===== src/rtl/load_store_unit_if.sv =====
// Core-side request/status and memory-bus signals of the load/store unit.
// master = the LSU itself; slave = the core/memory environment around it.
interface load_store_unit_if;
  logic        start;
  logic        is_store;
  logic [2:0]  funct3;
  logic [31:0] address;
  logic [31:0] store_data;
  logic        busy;
  logic        done;
  logic        fault;
  logic [31:0] load_data;
  logic        mem_req;
  logic        mem_we;
  logic [31:0] mem_addr;
  logic [31:0] mem_wdata;
  logic [3:0]  mem_wstrb;
  logic        mem_ready;
  logic [31:0] mem_rdata;

  modport master (
    input  start, is_store, funct3, address, store_data, mem_ready, mem_rdata,
    output busy, done, fault, load_data, mem_req, mem_we, mem_addr, mem_wdata, mem_wstrb
  );

  modport slave (
    output start, is_store, funct3, address, store_data, mem_ready, mem_rdata,
    input  busy, done, fault, load_data, mem_req, mem_we, mem_addr, mem_wdata, mem_wstrb
  );
endinterface


===== src/rtl/load_store_unit.sv =====
// RV32I memory-access stage: one load or store per start over a ready-handshake bus.
// Define LSU_MISALIGN_TRAP_EN to fault misaligned halfword/word accesses instead of force-aligning them.
module load_store_unit (
  input  logic              clk_i,
  input  logic              rst_i,
  load_store_unit_if.master lsu_io
);
  // state | meaning
  // IDLE  | waiting for start
  // REQ   | bus request outstanding, waiting for mem_ready
  // DONE  | one-cycle completion pulse
  localparam logic [1:0] S_IDLE = 2'd0;
  localparam logic [1:0] S_REQ  = 2'd1;
  localparam logic [1:0] S_DONE = 2'd2;

  logic [1:0]  state_q, state_d;
  logic [31:0] addr_q, addr_d;
  logic [31:0] wdata_q, wdata_d;
  logic [3:0]  wstrb_q, wstrb_d;
  logic        we_q, we_d;
  logic        fault_q, fault_d;
  logic [2:0]  funct3_q, funct3_d;
  logic [1:0]  off_q, off_d;
  logic [31:0] load_data_q, load_data_d;

  logic        legal;
  logic        start_fault;
  logic [1:0]  off_eff;
  logic [31:0] st_wdata;
  logic [3:0]  st_wstrb;
  logic [7:0]  ld_byte;
  logic [15:0] ld_half;
  logic [31:0] ld_ext;
  logic        in_req;

  always_comb begin
    legal = 1'b0;
    case (lsu_io.funct3)
      3'b000, 3'b001, 3'b010: legal = 1'b1;
      3'b100, 3'b101:         legal = !lsu_io.is_store;
      default:                legal = 1'b0;
    endcase
  end

  // Halfword/word offsets are forced aligned; with trapping on, misaligned ones never reach the bus.
  always_comb begin
    off_eff = lsu_io.address[1:0];
    if (lsu_io.funct3[1:0] == 2'b01)
      off_eff[0] = 1'b0;
    else if (lsu_io.funct3[1:0] == 2'b10)
      off_eff = 2'b00;
  end

`ifdef LSU_MISALIGN_TRAP_EN
  logic misaligned;
  assign misaligned = ((lsu_io.funct3[1:0] == 2'b01) && lsu_io.address[0]) ||
                      ((lsu_io.funct3[1:0] == 2'b10) && (lsu_io.address[1:0] != 2'b00));
  assign start_fault = !legal || misaligned;
`else
  assign start_fault = !legal;
`endif

  always_comb begin
    st_wdata = lsu_io.store_data;
    st_wstrb = 4'b1111;
    case (lsu_io.funct3[1:0])
      2'b00: begin
        st_wdata = {4{lsu_io.store_data[7:0]}};
        st_wstrb = 4'b0001 << off_eff;
      end
      2'b01: begin
        st_wdata = {2{lsu_io.store_data[15:0]}};
        st_wstrb = off_eff[1] ? 4'b1100 : 4'b0011;
      end
      default: ;
    endcase
  end

  always_comb begin
    case (off_q)
      2'd0:    ld_byte = lsu_io.mem_rdata[7:0];
      2'd1:    ld_byte = lsu_io.mem_rdata[15:8];
      2'd2:    ld_byte = lsu_io.mem_rdata[23:16];
      default: ld_byte = lsu_io.mem_rdata[31:24];
    endcase
    ld_half = off_q[1] ? lsu_io.mem_rdata[31:16] : lsu_io.mem_rdata[15:0];
    case (funct3_q)
      3'b000:  ld_ext = {{24{ld_byte[7]}}, ld_byte};
      3'b001:  ld_ext = {{16{ld_half[15]}}, ld_half};
      3'b100:  ld_ext = {24'd0, ld_byte};
      3'b101:  ld_ext = {16'd0, ld_half};
      default: ld_ext = lsu_io.mem_rdata;
    endcase
  end

  always_comb begin
    state_d     = state_q;
    addr_d      = addr_q;
    wdata_d     = wdata_q;
    wstrb_d     = wstrb_q;
    we_d        = we_q;
    fault_d     = fault_q;
    funct3_d    = funct3_q;
    off_d       = off_q;
    load_data_d = load_data_q;
    case (state_q)
      S_IDLE: begin
        if (lsu_io.start) begin
          addr_d   = {lsu_io.address[31:2], 2'b00};
          we_d     = lsu_io.is_store;
          wdata_d  = lsu_io.is_store ? st_wdata : 32'd0;
          wstrb_d  = lsu_io.is_store ? st_wstrb : 4'd0;
          funct3_d = lsu_io.funct3;
          off_d    = off_eff;
          fault_d  = start_fault;
          state_d  = start_fault ? S_DONE : S_REQ;
        end
      end
      S_REQ: begin
        if (lsu_io.mem_ready) begin
          if (!we_q)
            load_data_d = ld_ext;
          state_d = S_DONE;
        end
      end
      S_DONE:  state_d = S_IDLE;
      default: state_d = S_IDLE;
    endcase
  end

  always_ff @(posedge clk_i or posedge rst_i) begin
    if (rst_i) begin
      state_q     <= S_IDLE;
      addr_q      <= 32'd0;
      wdata_q     <= 32'd0;
      wstrb_q     <= 4'd0;
      we_q        <= 1'b0;
      fault_q     <= 1'b0;
      funct3_q    <= 3'd0;
      off_q       <= 2'd0;
      load_data_q <= 32'd0;
    end else begin
      state_q     <= state_d;
      addr_q      <= addr_d;
      wdata_q     <= wdata_d;
      wstrb_q     <= wstrb_d;
      we_q        <= we_d;
      fault_q     <= fault_d;
      funct3_q    <= funct3_d;
      off_q       <= off_d;
      load_data_q <= load_data_d;
    end
  end

  // Bus outputs come straight from state, so an async reset drops them at once.
  assign in_req           = (state_q == S_REQ);
  assign lsu_io.mem_req   = in_req;
  assign lsu_io.mem_we    = in_req & we_q;
  assign lsu_io.mem_addr  = in_req ? addr_q : 32'd0;
  assign lsu_io.mem_wdata = in_req ? wdata_q : 32'd0;
  assign lsu_io.mem_wstrb = in_req ? wstrb_q : 4'd0;
  assign lsu_io.busy      = (state_q != S_IDLE);
  assign lsu_io.done      = (state_q == S_DONE);
  assign lsu_io.fault     = (state_q == S_DONE) & fault_q;
  assign lsu_io.load_data = load_data_q;
endmodule


===== src/flat_wrapper.sv =====
// flat-port wrapper written by rule: the top's interface ports become plain ports
module load_store_unit_flat 
  (clk_i, rst_i, lsu_io_start, lsu_io_is_store, lsu_io_funct3, lsu_io_address, lsu_io_store_data, lsu_io_mem_ready, lsu_io_mem_rdata, lsu_io_busy, lsu_io_done, lsu_io_fault, lsu_io_load_data, lsu_io_mem_req, lsu_io_mem_we, lsu_io_mem_addr, lsu_io_mem_wdata, lsu_io_mem_wstrb);
  load_store_unit_if lsu_io_i ();
  input  logic clk_i;
  input  logic rst_i;
  input wire logic [$bits(lsu_io_i.start)-1:0] lsu_io_start;
  input wire logic [$bits(lsu_io_i.is_store)-1:0] lsu_io_is_store;
  input wire logic [$bits(lsu_io_i.funct3)-1:0] lsu_io_funct3;
  input wire logic [$bits(lsu_io_i.address)-1:0] lsu_io_address;
  input wire logic [$bits(lsu_io_i.store_data)-1:0] lsu_io_store_data;
  input wire logic [$bits(lsu_io_i.mem_ready)-1:0] lsu_io_mem_ready;
  input wire logic [$bits(lsu_io_i.mem_rdata)-1:0] lsu_io_mem_rdata;
  output wire logic [$bits(lsu_io_i.busy)-1:0] lsu_io_busy;
  output wire logic [$bits(lsu_io_i.done)-1:0] lsu_io_done;
  output wire logic [$bits(lsu_io_i.fault)-1:0] lsu_io_fault;
  output wire logic [$bits(lsu_io_i.load_data)-1:0] lsu_io_load_data;
  output wire logic [$bits(lsu_io_i.mem_req)-1:0] lsu_io_mem_req;
  output wire logic [$bits(lsu_io_i.mem_we)-1:0] lsu_io_mem_we;
  output wire logic [$bits(lsu_io_i.mem_addr)-1:0] lsu_io_mem_addr;
  output wire logic [$bits(lsu_io_i.mem_wdata)-1:0] lsu_io_mem_wdata;
  output wire logic [$bits(lsu_io_i.mem_wstrb)-1:0] lsu_io_mem_wstrb;
  assign lsu_io_i.start = lsu_io_start;
  assign lsu_io_i.is_store = lsu_io_is_store;
  assign lsu_io_i.funct3 = lsu_io_funct3;
  assign lsu_io_i.address = lsu_io_address;
  assign lsu_io_i.store_data = lsu_io_store_data;
  assign lsu_io_i.mem_ready = lsu_io_mem_ready;
  assign lsu_io_i.mem_rdata = lsu_io_mem_rdata;
  assign lsu_io_busy = lsu_io_i.busy;
  assign lsu_io_done = lsu_io_i.done;
  assign lsu_io_fault = lsu_io_i.fault;
  assign lsu_io_load_data = lsu_io_i.load_data;
  assign lsu_io_mem_req = lsu_io_i.mem_req;
  assign lsu_io_mem_we = lsu_io_i.mem_we;
  assign lsu_io_mem_addr = lsu_io_i.mem_addr;
  assign lsu_io_mem_wdata = lsu_io_i.mem_wdata;
  assign lsu_io_mem_wstrb = lsu_io_i.mem_wstrb;
  load_store_unit u_core (.clk_i(clk_i), .rst_i(rst_i), .lsu_io(lsu_io_i));
endmodule

===== config.mk =====
export PLATFORM = sky130hd
export DESIGN_NAME = load_store_unit_flat
export DESIGN_NICKNAME = d
export VERILOG_FILES = /design/src/rtl/load_store_unit_if.sv /design/src/rtl/load_store_unit.sv /design/src/flat_wrapper.sv
export SDC_FILE = /design/constraint.sdc
export NUM_CORES = 1
export LEC_CHECK = 0
export CAP_MARGIN = 20
export CORE_ASPECT_RATIO = 1.1
export CORE_UTILIZATION = 40
export CTS_CLUSTER_DIAMETER = 200
export DETAILED_ROUTE_END_ITERATION = 16
export PLACE_DENSITY = 0.77
export SLEW_MARGIN = 20
export SYNTH_ARGS = -nofsm -noshare
export SYNTH_HDL_FRONTEND = slang
export SYNTH_SLANG_ARGS = --single-unit

===== constraint.sdc =====
create_clock -name clk_i -period 10.85 [get_ports clk_i]
set_clock_uncertainty 0.05 [all_clocks]
set_input_delay 3.255 -clock clk_i [delete_from_list [all_inputs] [get_ports clk_i]]
set_output_delay 3.255 -clock clk_i [all_outputs]
set_load 0.005 [all_outputs]

# == After elaboration in Yosys (flattened, before gate mapping) ==
# Index checks and enable logic that the tools add are counted.
# classes
n_bitwise,3
n_addsub,0
n_reduce_logical,13
eq_ne,15
magnitude_cmp,0
shift,1
mul,0
n_mux,19
div,0
# ops
cell,n
$pmux W32 S4,1
$mux W32,3
$pmux W32 S2,1
$pmux W8 S3,1
$mux W16,1
$eq A3 B3 Y1 const B,4
$mux W4,3
$mux W2,4
$pmux W4 S2,1
$eq A2 B1 Y1 const B,3
$eq A2 B2 Y1 const B,3
$eq A3 B1 Y1 const B,2
$logic_not A2 Y1,3
$logic_not A3 Y1,2
$ne A2 B2 Y1 const B,2
$pmux W2 S2,1
$reduce_and A2 Y1,2
$shl A1 B2 Y4 const A,1
$eq A3 B2 Y1 const B,1
$reduce_and A3 Y1,1
$reduce_or A3 Y1,1
$and A1 B1 Y1,2
$logic_not A1 Y1,2
$mux W1,2
4 further kinds,4
# totals
n_memories,0
input_bits,104
romBits,0
word_cells,60
reg_bits,107
output_inout_bits,105
latchBits,0
ramBits,0

# == Depth between registers and ports, before layout ==
# Gate-level depths: netlist of run 1.
# logic_depth
depth_word,6
depth_mapped,7
ltp_nobuf,4

# == Worst setup path after synthesis of run 1 ==
# Ideal clock, no wire load.
# synth_path
kind,reg2out
from,register u_core.state_q[1]
to,output port lsu_io_mem_addr[12]
path_stages_with_launch,5
slack_ps,6294
required_ps,7545
n_path_buf,2
t_arrival_ps,1251
path_cell_list,dfrtp_1 -> and2b_1 -> clkbuf_1 -> clkbuf_1 -> and2_1
# synth_between
elab_chain_cells,2
# synth_rtl
element,line,rtl
start: declaration,load_store_unit.sv:16,"logic [1:0] state_q, state_d;"
start signal: assignment,load_store_unit.sv:143,state_q <= state_d;
$eq A2 B1 Y1,load_store_unit.sv:156,assign in_req = (state_q == S_REQ);
$mux W32,load_store_unit.sv:159,assign lsu_io.mem_addr = in_req ? addr_q : 32'd0;
end: declaration,flat_wrapper.sv:20,output wire logic [$bits(lsu_io_i.mem_addr)-1:0] lsu_io_mem_addr;
# No other way between the ends.

# == Worst setup path in the final report of run 1 ==
# layout_path
from,register u_core.state_q[1]
to,output port lsu_io_mem_wdata[15]
# layout_between
elab_chain_cells,2
# layout_rtl
element,line,rtl
$eq A2 B1 Y1,load_store_unit.sv:156,
$mux W32,load_store_unit.sv:160,assign lsu_io.mem_wdata = in_req ? wdata_q : 32'd0;
end: declaration,flat_wrapper.sv:21,output wire logic [$bits(lsu_io_i.mem_wdata)-1:0] lsu_io_mem_wdata;
# No other way between the ends.

==> results.py, run 1 <==
metrics = {
    "floorplanning": {
        "floorplan.die_area_um2": 14500,
        "core_um2": 13700,
        "start_util": 0.408,
        "top_level_ports": 209,
        "placementRows": 45,
        "die_w_um": 115,
        "die_height_um": 126,
    },
    "cells_and_area": {
        "final_layout_size_suffix_gt1_frac": 0.0611,
        "antenna_cells": 0,
        "fin_util": 0.587,
        "num-nets-final": 918,
        "multi_input_comb_area_um2": 2680,
        "synthToLayoutAreaGrowth_pct": 43.8,
        "nFillCells": 1246,
        "final-seq-area_um2": 2680,
    },
    "power": {
        "power.ir.vdd_worst_v": 0.0000851,
        "comb_power_share": 0.353,
        "switching_fraction": 0.315,
        "power_frac_clock": 0.235,
        "seq_power_share": 0.412,
        "p_int_w": 0.00104,
        "leak_nw": 3.48,
        "net-switching-power_w": 0.000478,
        "power.density_nw_per_um2": 189,
    },
    "detailed_routing": {
        "antenna_left": 0,
        "routed_length_per_placed_instance_um": 15.7,
        "drt-total-wl_um": 15800,
        "detail_route.drc_violations": 0,
        "route.vias.total": 5069,
        "detail_route.iter0.violations": 438,
        "drtPass1Iterations": 5,
        "routed_via_density": 5.03,
    },
    "worst_setup_path": {
        "reg2reg_setup_slack_ns": 8.38,
        "critical_path.slowest_cell": "sky130_fd_sc_hd__clkdlybuf4s50_1",
        "start_kind": "flip-flop",
        "cp_num_buf_inv": 2,
        "critical_path.cell_chain": "and2b_1, buf_4, and2_1, clkdlybuf4s50_1",
        "worst_r2r_path_depth": 4,
        "crit_family": "buffers and inverters",
        "critPathMaxStageDelay_ns": 0.54,
        "timing.critical_path.fanout_max": 69,
        "worstReg2RegEnd": "u_core.lsu_io.load_data[25]",
        "end_kind": "primary output",
        "path_class": "flip-flop to primary output",
        "critPathRequiredTime_ns": 7.55,
        "crit_arrival_ns": 2.26,
        "regToRegStartpoint": "u_core.off_q[1]",
    },
    "yosys": {
        "largest_family_of_logic_cells_by_synthesized_area": "simple AND/OR/NAND/NOR gates",
        "synth_mux_area_frac": 0.0658,
        "synth_warnings": 0,
        "proportion_of_register_bits_with_asynchronous_set_or_reset_after_synthesis": 1.00,
        "synth.cell_area_um2": 5610,
        "dominantRegCellSynth": "sky130_fd_sc_hd__dfrtp_1",
        "synth-edff-count": 0,
        "yosysTopAreaCellShare": 0.478,
        "yosysUniqueCellTypes": 42,
        "synth_adder_area_share": 0,
        "yosys-top-cells-area": "sky130_fd_sc_hd__dfrtp_1 (48%), sky130_fd_sc_hd__nand2_1 (10%), sky130_fd_sc_hd__and2_1 (8.5%)",
        "postSynthCellCount": 638,
        "synth_simple_gate_area_share": 0.263,
        "synth.most_common_cell": "sky130_fd_sc_hd__nand2_1",
        "synth_sequential_area_ratio": 0.478,
        "synth_commonest_cells": "sky130_fd_sc_hd__nand2_1 (156), sky130_fd_sc_hd__dfrtp_1 (107), sky130_fd_sc_hd__and2_1 (76)",
        "synthXorXnorAreaFrac": 0.00156,
        "synth_seq_cells": 107,
        "synth-compound-area-share": 0.144,
        "synthesis.area_per_instance_um2": 8.79,
        "area_leader_netlist": "sky130_fd_sc_hd__dfrtp_1",
    },
    "hold_path": {
        "hold_crit_endpoint": "u_core.wdata_q[5]",
        "worstHoldPathCells": 2,
        "min-delay-path-class": "flip-flop to flip-flop",
        "hold_start": "u_core.wdata_q[5]",
    },
    "place": {
        "post-dp-hpwl_um": 10900,
        "place_worst_setup_slack_ns": 5.30,
        "buffer_ports.inserted": 206,
        "finalWeightedCongestion": 0.837,
    },
    "sta": {
        "period_minus_slack_ns": 5.57,
        "max_clock_freq_mhz": 180,
        "report.final.hold_viol_count": 0,
        "min_period_over_period": 0.513,
        "setup_viol": 0,
        "worst_slew_margin_rel": 0.314,
        "finalMaxSlewViolations": 0,
        "post-route-worst-setup-slack_ns": 5.28,
        "timing_worst_slew_pin_value_ns": 1.03,
        "final.hold.worst_slack_ns": 0.412,
        "setup_total_neg_slack_ns": 0,
        "grt_setup_unrepaired": "false",
    },
    "clock_network": {
        "h_tree_level_count": 3,
        "number_of_buffers_inserted_for_hold_repair_after_clock_tree_synthesis": 0,
        "postCtsSetupBuffers": 0,
        "ctsLongestPathBuffers": 2,
        "post_cts_resize_count": 0,
        "clock_tree_root": "sky130_fd_sc_hd__clkbuf_16",
        "clk_pin_slew_ns": 0.08,
        "cts_num_sinks": 107,
        "clock_latency_of_the_later_clocked_register_in_the_worst_skew_pair_ns": 0.34,
        "cts_buffers": 9,
        "tritoncts": "done",
    },
    "grt": {
        "overall_track_demand_over_capacity_in_global_routing": 0.222,
        "overflow": 0,
        "grt_pass1_wl_um": 25200,
        "grt_start_max_net_pins": 70,
        "first_global_vias": 4808,
        "grt_antenna_before_repair": 0,
    },
    "job": {
        "max_cap_viol_count": 0,
    },
    "run_status": {
        "status": "complete, no violations",
    },
}
-- worst max path at each step --
stage	endpoint	depth (start not counted)	slack, ns	startpoint
2_1_floorplan	u_core.addr_q[10]	1	4.73	rst_i
3_3_place_gp	u_core.lsu_io.load_data[24]	4	4.95	lsu_io_mem_ready
3_5_place_dp	u_core.lsu_io.load_data[24]	5	5.30	lsu_io_mem_ready
4_1_cts	lsu_io_mem_wdata[15]	4	5.26	u_core.state_q[1]
5_1_grt	lsu_io_mem_wdata[31]	4	5.15	u_core.state_q[1]
6_report	lsu_io_mem_wdata[15]	4	5.28	u_core.state_q[1]
-- metrics by stage --
stage,std cells,instance area [µm²],power (W)
2_1_floorplan,639,5610,0.000886
3_3_place_gp,991,7730,0.00116
3_5_place_dp,991,7730,0.00117
4_1_cts,1007,8060,0.00154
5_1_grt,1007,8060,0.00162
6_report,1007,8060,0.00152
-- tightest hold or removal path, stage by stage (launching register included) --
cell,delay [ns]
sky130_fd_sc_hd__dfrtp_1,0.34
sky130_fd_sc_hd__nand2_1,0.05
sky130_fd_sc_hd__nand2_1,0.05
-- state kept, by name, indices dropped and copies added, names as in the netlist, 2 cells and up --
name,cells
u_core.addr_q,30
u_core.funct3_q,3
u_core.lsu_io.load_data,32
u_core.off_q,2
u_core.state_q,2
u_core.wdata_q,32
u_core.wstrb_q,4
-- layer usage --
metal	track usage	part of all wire	wire length (µm)
met1	0.309	0.45	7160
met2	0.341	0.46	7310
met3	0.0462	0.064	1010
met4	0.0772	0.023	368
met5	0	0	0
-- kinds of logic (layout without fill, tap and decap cells) --
family	Yosys count	after routing
simple gates	309	309
compound gates	130	130
flops	107	107
buf+inv	55	235
mux	35	35
other cells	1	2
xor+xnor	1	1
-- layout by cell type, fill, tap and decap left out, types with 2 or more instances in the layout --
cell type / Yosys / final
sky130_fd_sc_hd__a21oi_1: 33 / 33
sky130_fd_sc_hd__clkinv_4: 0 / 2
sky130_fd_sc_hd__conb_1: 1 / 2
sky130_fd_sc_hd__o211ai_1: 12 / 12
sky130_fd_sc_hd__o32a_1: 7 / 7
sky130_fd_sc_hd__nand2b_1: 3 / 3
sky130_fd_sc_hd__nand3b_1: 9 / 9
sky130_fd_sc_hd__nor2_1: 33 / 33
sky130_fd_sc_hd__buf_4: 6 / 7
sky130_fd_sc_hd__nand2_1: 156 / 155
sky130_fd_sc_hd__clkdlybuf4s50_1: 0 / 206
sky130_fd_sc_hd__mux2_2: 15 / 15
sky130_fd_sc_hd__nor2b_1: 4 / 4
sky130_fd_sc_hd__o21ai_0: 46 / 46
sky130_fd_sc_hd__o21ai_1: 10 / 10
sky130_fd_sc_hd__or2_1: 2 / 2
sky130_fd_sc_hd__clkinvlp_4: 0 / 2
sky130_fd_sc_hd__and2_1: 76 / 76
sky130_fd_sc_hd__o31ai_1: 6 / 6
sky130_fd_sc_hd__clkbuf_16: 0 / 9
sky130_fd_sc_hd__inv_1: 6 / 5
sky130_fd_sc_hd__a22o_1: 8 / 8
sky130_fd_sc_hd__dfrtp_1: 107 / 107
sky130_fd_sc_hd__nand3_1: 13 / 13
sky130_fd_sc_hd__bufinv_16: 0 / 2
sky130_fd_sc_hd__mux2i_1: 20 / 20
sky130_fd_sc_hd__nor3_1: 5 / 4
-- power by group through the flow --
stage          Clock [W]  Combinational (W)  Sequential (W)
2_1_floorplan          0           0.000281        0.000605
3_3_place_gp           0           0.000530        0.000628
3_5_place_dp           0           0.000540        0.000632
4_1_cts         0.000366           0.000543        0.000626
5_1_grt         0.000382           0.000594        0.000645
6_report        0.000358           0.000537        0.000626
-- cell type report --
class                      count  share of cell area
clock buffer                   9              0.0279
multi-input combinational    477               0.333
tap                          188              0.0292
timing repair buffer         213               0.262
sequential                   107               0.332
clock inverter                 7              0.0126
inverter                       6             0.00310
Power figures use the tool's default switching activity.
==> run 2, diff against run 1 <==
clock period = 5.56 ns   (was 10.85 ns; I/O delays follow)
==> results.py, run 2 (synthesized netlist as in run 1, its figures left out) <==
metrics = {
    "detailed_routing": {
        "wirelength_met1_um": 7120,
        "antenna_left": 0,
        "detail_route.drc_violations": 0,
        "route.vias.total": 5144,
        "met3RoutedLength_um": 1020,
        "highest_layer": "met4",
        "detail_route.iter0.violations": 540,
        "drt-total-wl_um": 16000,
        "drtPass1Iterations": 5,
        "routed_via_density": 5.10,
        "routed_length_per_placed_instance_um": 15.9,
        "met2_length_um": 7600,
    },
    "worst_setup_path": {
        "crit_arrival_ns": 2.27,
        "path_class": "flip-flop to primary output",
        "start_kind": "flip-flop",
        "critPathRequiredTime_ns": 3.84,
        "end_kind": "primary output",
        "timing.critical_path.fanout_max": 69,
    },
    "power": {
        "power.density_nw_per_um2": 362,
        "power.ir.vdd_worst_v": 0.000188,
        "leak_nw": 3.48,
    },
    "sta": {
        "grt_setup_unrepaired": "false",
        "timing_worst_slew_pin_value_ns": 1.04,
        "max_clock_freq_mhz": 251,
        "worst_slew_margin_rel": 0.305,
        "finalMaxSlewViolations": 0,
        "min_period_over_period": 0.717,
        "report.final.hold_viol_count": 0,
        "setup_total_neg_slack_ns": 0,
        "period_minus_slack_ns": 3.99,
        "setup_viol": 0,
        "final.hold.worst_slack_ns": 0.418,
    },
    "grt": {
        "overflow": 0,
        "grt_start_max_net_pins": 76,
        "first_global_vias": 4767,
        "grt_antenna_before_repair": 0,
        "overall_track_demand_over_capacity_in_global_routing": 0.223,
        "grt_pass1_wl_um": 25300,
    },
    "hold_path": {
        "min-delay-path-class": "flip-flop to flip-flop",
    },
    "job": {
        "max_cap_viol_count": 0,
    },
    "clock_network": {
        "number_of_buffers_inserted_for_hold_repair_after_clock_tree_synthesis": 0,
        "cts_num_sinks": 107,
        "cts_buffers": 9,
        "clk_pin_slew_ns": 0.07,
        "tritoncts": "done",
        "post_cts_resize_count": 0,
        "h_tree_level_count": 3,
        "ctsLongestPathBuffers": 2,
        "clock_tree_root": "sky130_fd_sc_hd__clkbuf_16",
        "clock_latency_of_the_later_clocked_register_in_the_worst_skew_pair_ns": 0.34,
        "postCtsSetupBuffers": 0,
    },
    "place": {
        "buffer_ports.inserted": 206,
        "finalWeightedCongestion": 0.864,
        "post-dp-hpwl_um": 11100,
        "post_dp_cell_area_um2": 7740,
    },
    "cells_and_area": {
        "design_area_um2": 8040,
        "antenna_cells": 0,
        "num-nets-final": 920,
        "final_cell_mix": "sky130_fd_sc_hd__clkdlybuf4s50_1 (206), sky130_fd_sc_hd__nand2_1 (155), sky130_fd_sc_hd__dfrtp_1 (107), sky130_fd_sc_hd__and2_1 (76), sky130_fd_sc_hd__o21ai_0 (46)",
        "synthToLayoutAreaGrowth_pct": 43.4,
        "final_layout_size_suffix_gt1_frac": 0.0609,
        "layout_commonest_cell": "sky130_fd_sc_hd__clkdlybuf4s50_1",
    },
    "floorplanning": {
        "top_level_ports": 209,
        "floorplan.die_area_um2": 14500,
        "start_util": 0.408,
        "placementRows": 45,
        "core_um2": 13700,
        "die_w_um": 115,
        "die_height_um": 126,
    },
    "run_status": {
        "status": "complete, no violations",
    },
}
-- run 2: changes by cell type in the layout (fill, tap and decap cells not counted), sizes merged --
| cell | previous run | this run |
|---|---|---|
| buf | 7 | 9 |
| bufinv | 2 | 1 |
| inv | 7 | 6 |
| clkinvlp | 2 | 1 |
| clkbuf | 9 | 11 |
| clkinv | 2 | 3 |
-- run 2: critical path, stage by stage, from the launching register on --
cell,delay (ns)
sky130_fd_sc_hd__dfrtp_1,0.49
sky130_fd_sc_hd__and2b_1,0.16
sky130_fd_sc_hd__buf_4,0.47
sky130_fd_sc_hd__and2_1,0.22
sky130_fd_sc_hd__clkdlybuf4s50_1,0.54
-- run 2: power by group --
group	internal, W	total [W]	switching, W
sequential	0.00104	0.00122	0.000183
clock	0.000360	0.000643	0.000283
combinational	0.000597	0.00105	0.000449
-- run 2: worst paths after layout --
kind                                   start                     endpoint  slack, ns  cells after the start
min in group asynchronous              rst_i  u_core.lsu_io.load_data[10]       1.85                      2
setup / recovery           u_core.state_q[0]          lsu_io_mem_wdata[8]       1.57                      4
hold reg to reg            u_core.addr_q[19]            u_core.addr_q[19]       0.42                      2
max in group asynchronous              rst_i           u_core.wdata_q[22]       2.80                      3
hold / removal             u_core.addr_q[19]            u_core.addr_q[19]       0.42                      2
setup reg to reg           u_core.state_q[1]  u_core.lsu_io.load_data[19]       3.26                      4
-- run 2: metal layers --
layer  GRT usage  vias up
met5           0        -
met4      0.0817        0
met3      0.0409       19
met2       0.353      195
met1       0.303     2447
li1            -     2483
-- run 2: layout make-up --
type / instances / area (µm²)
multi-input cells: 477 / 2680
clock inverters: 5 / 52.6
clock buffers: 11 / 243
well taps: 188 / 235
inverters: 6 / 25.0
repair buffers: 215 / 2130
flip-flops and latches: 107 / 2680
fillers: 1244 / 5700
-- run 2: through the flow --
stage | util | power (W) | cells | worst slack (ns)
finish | 0.585 | 0.00291 | 1009 | 1.57
global route | 0.585 | 0.00310 | 1009 | 1.42
CTS | 0.585 | 0.00294 | 1009 | 1.55
detailed placement | 0.564 | 0.00229 | 993 | 1.64
global placement | 0.564 | 0.00226 | 993 | 1.69
floorplan | - | 0.00173 | 639 | 1.02
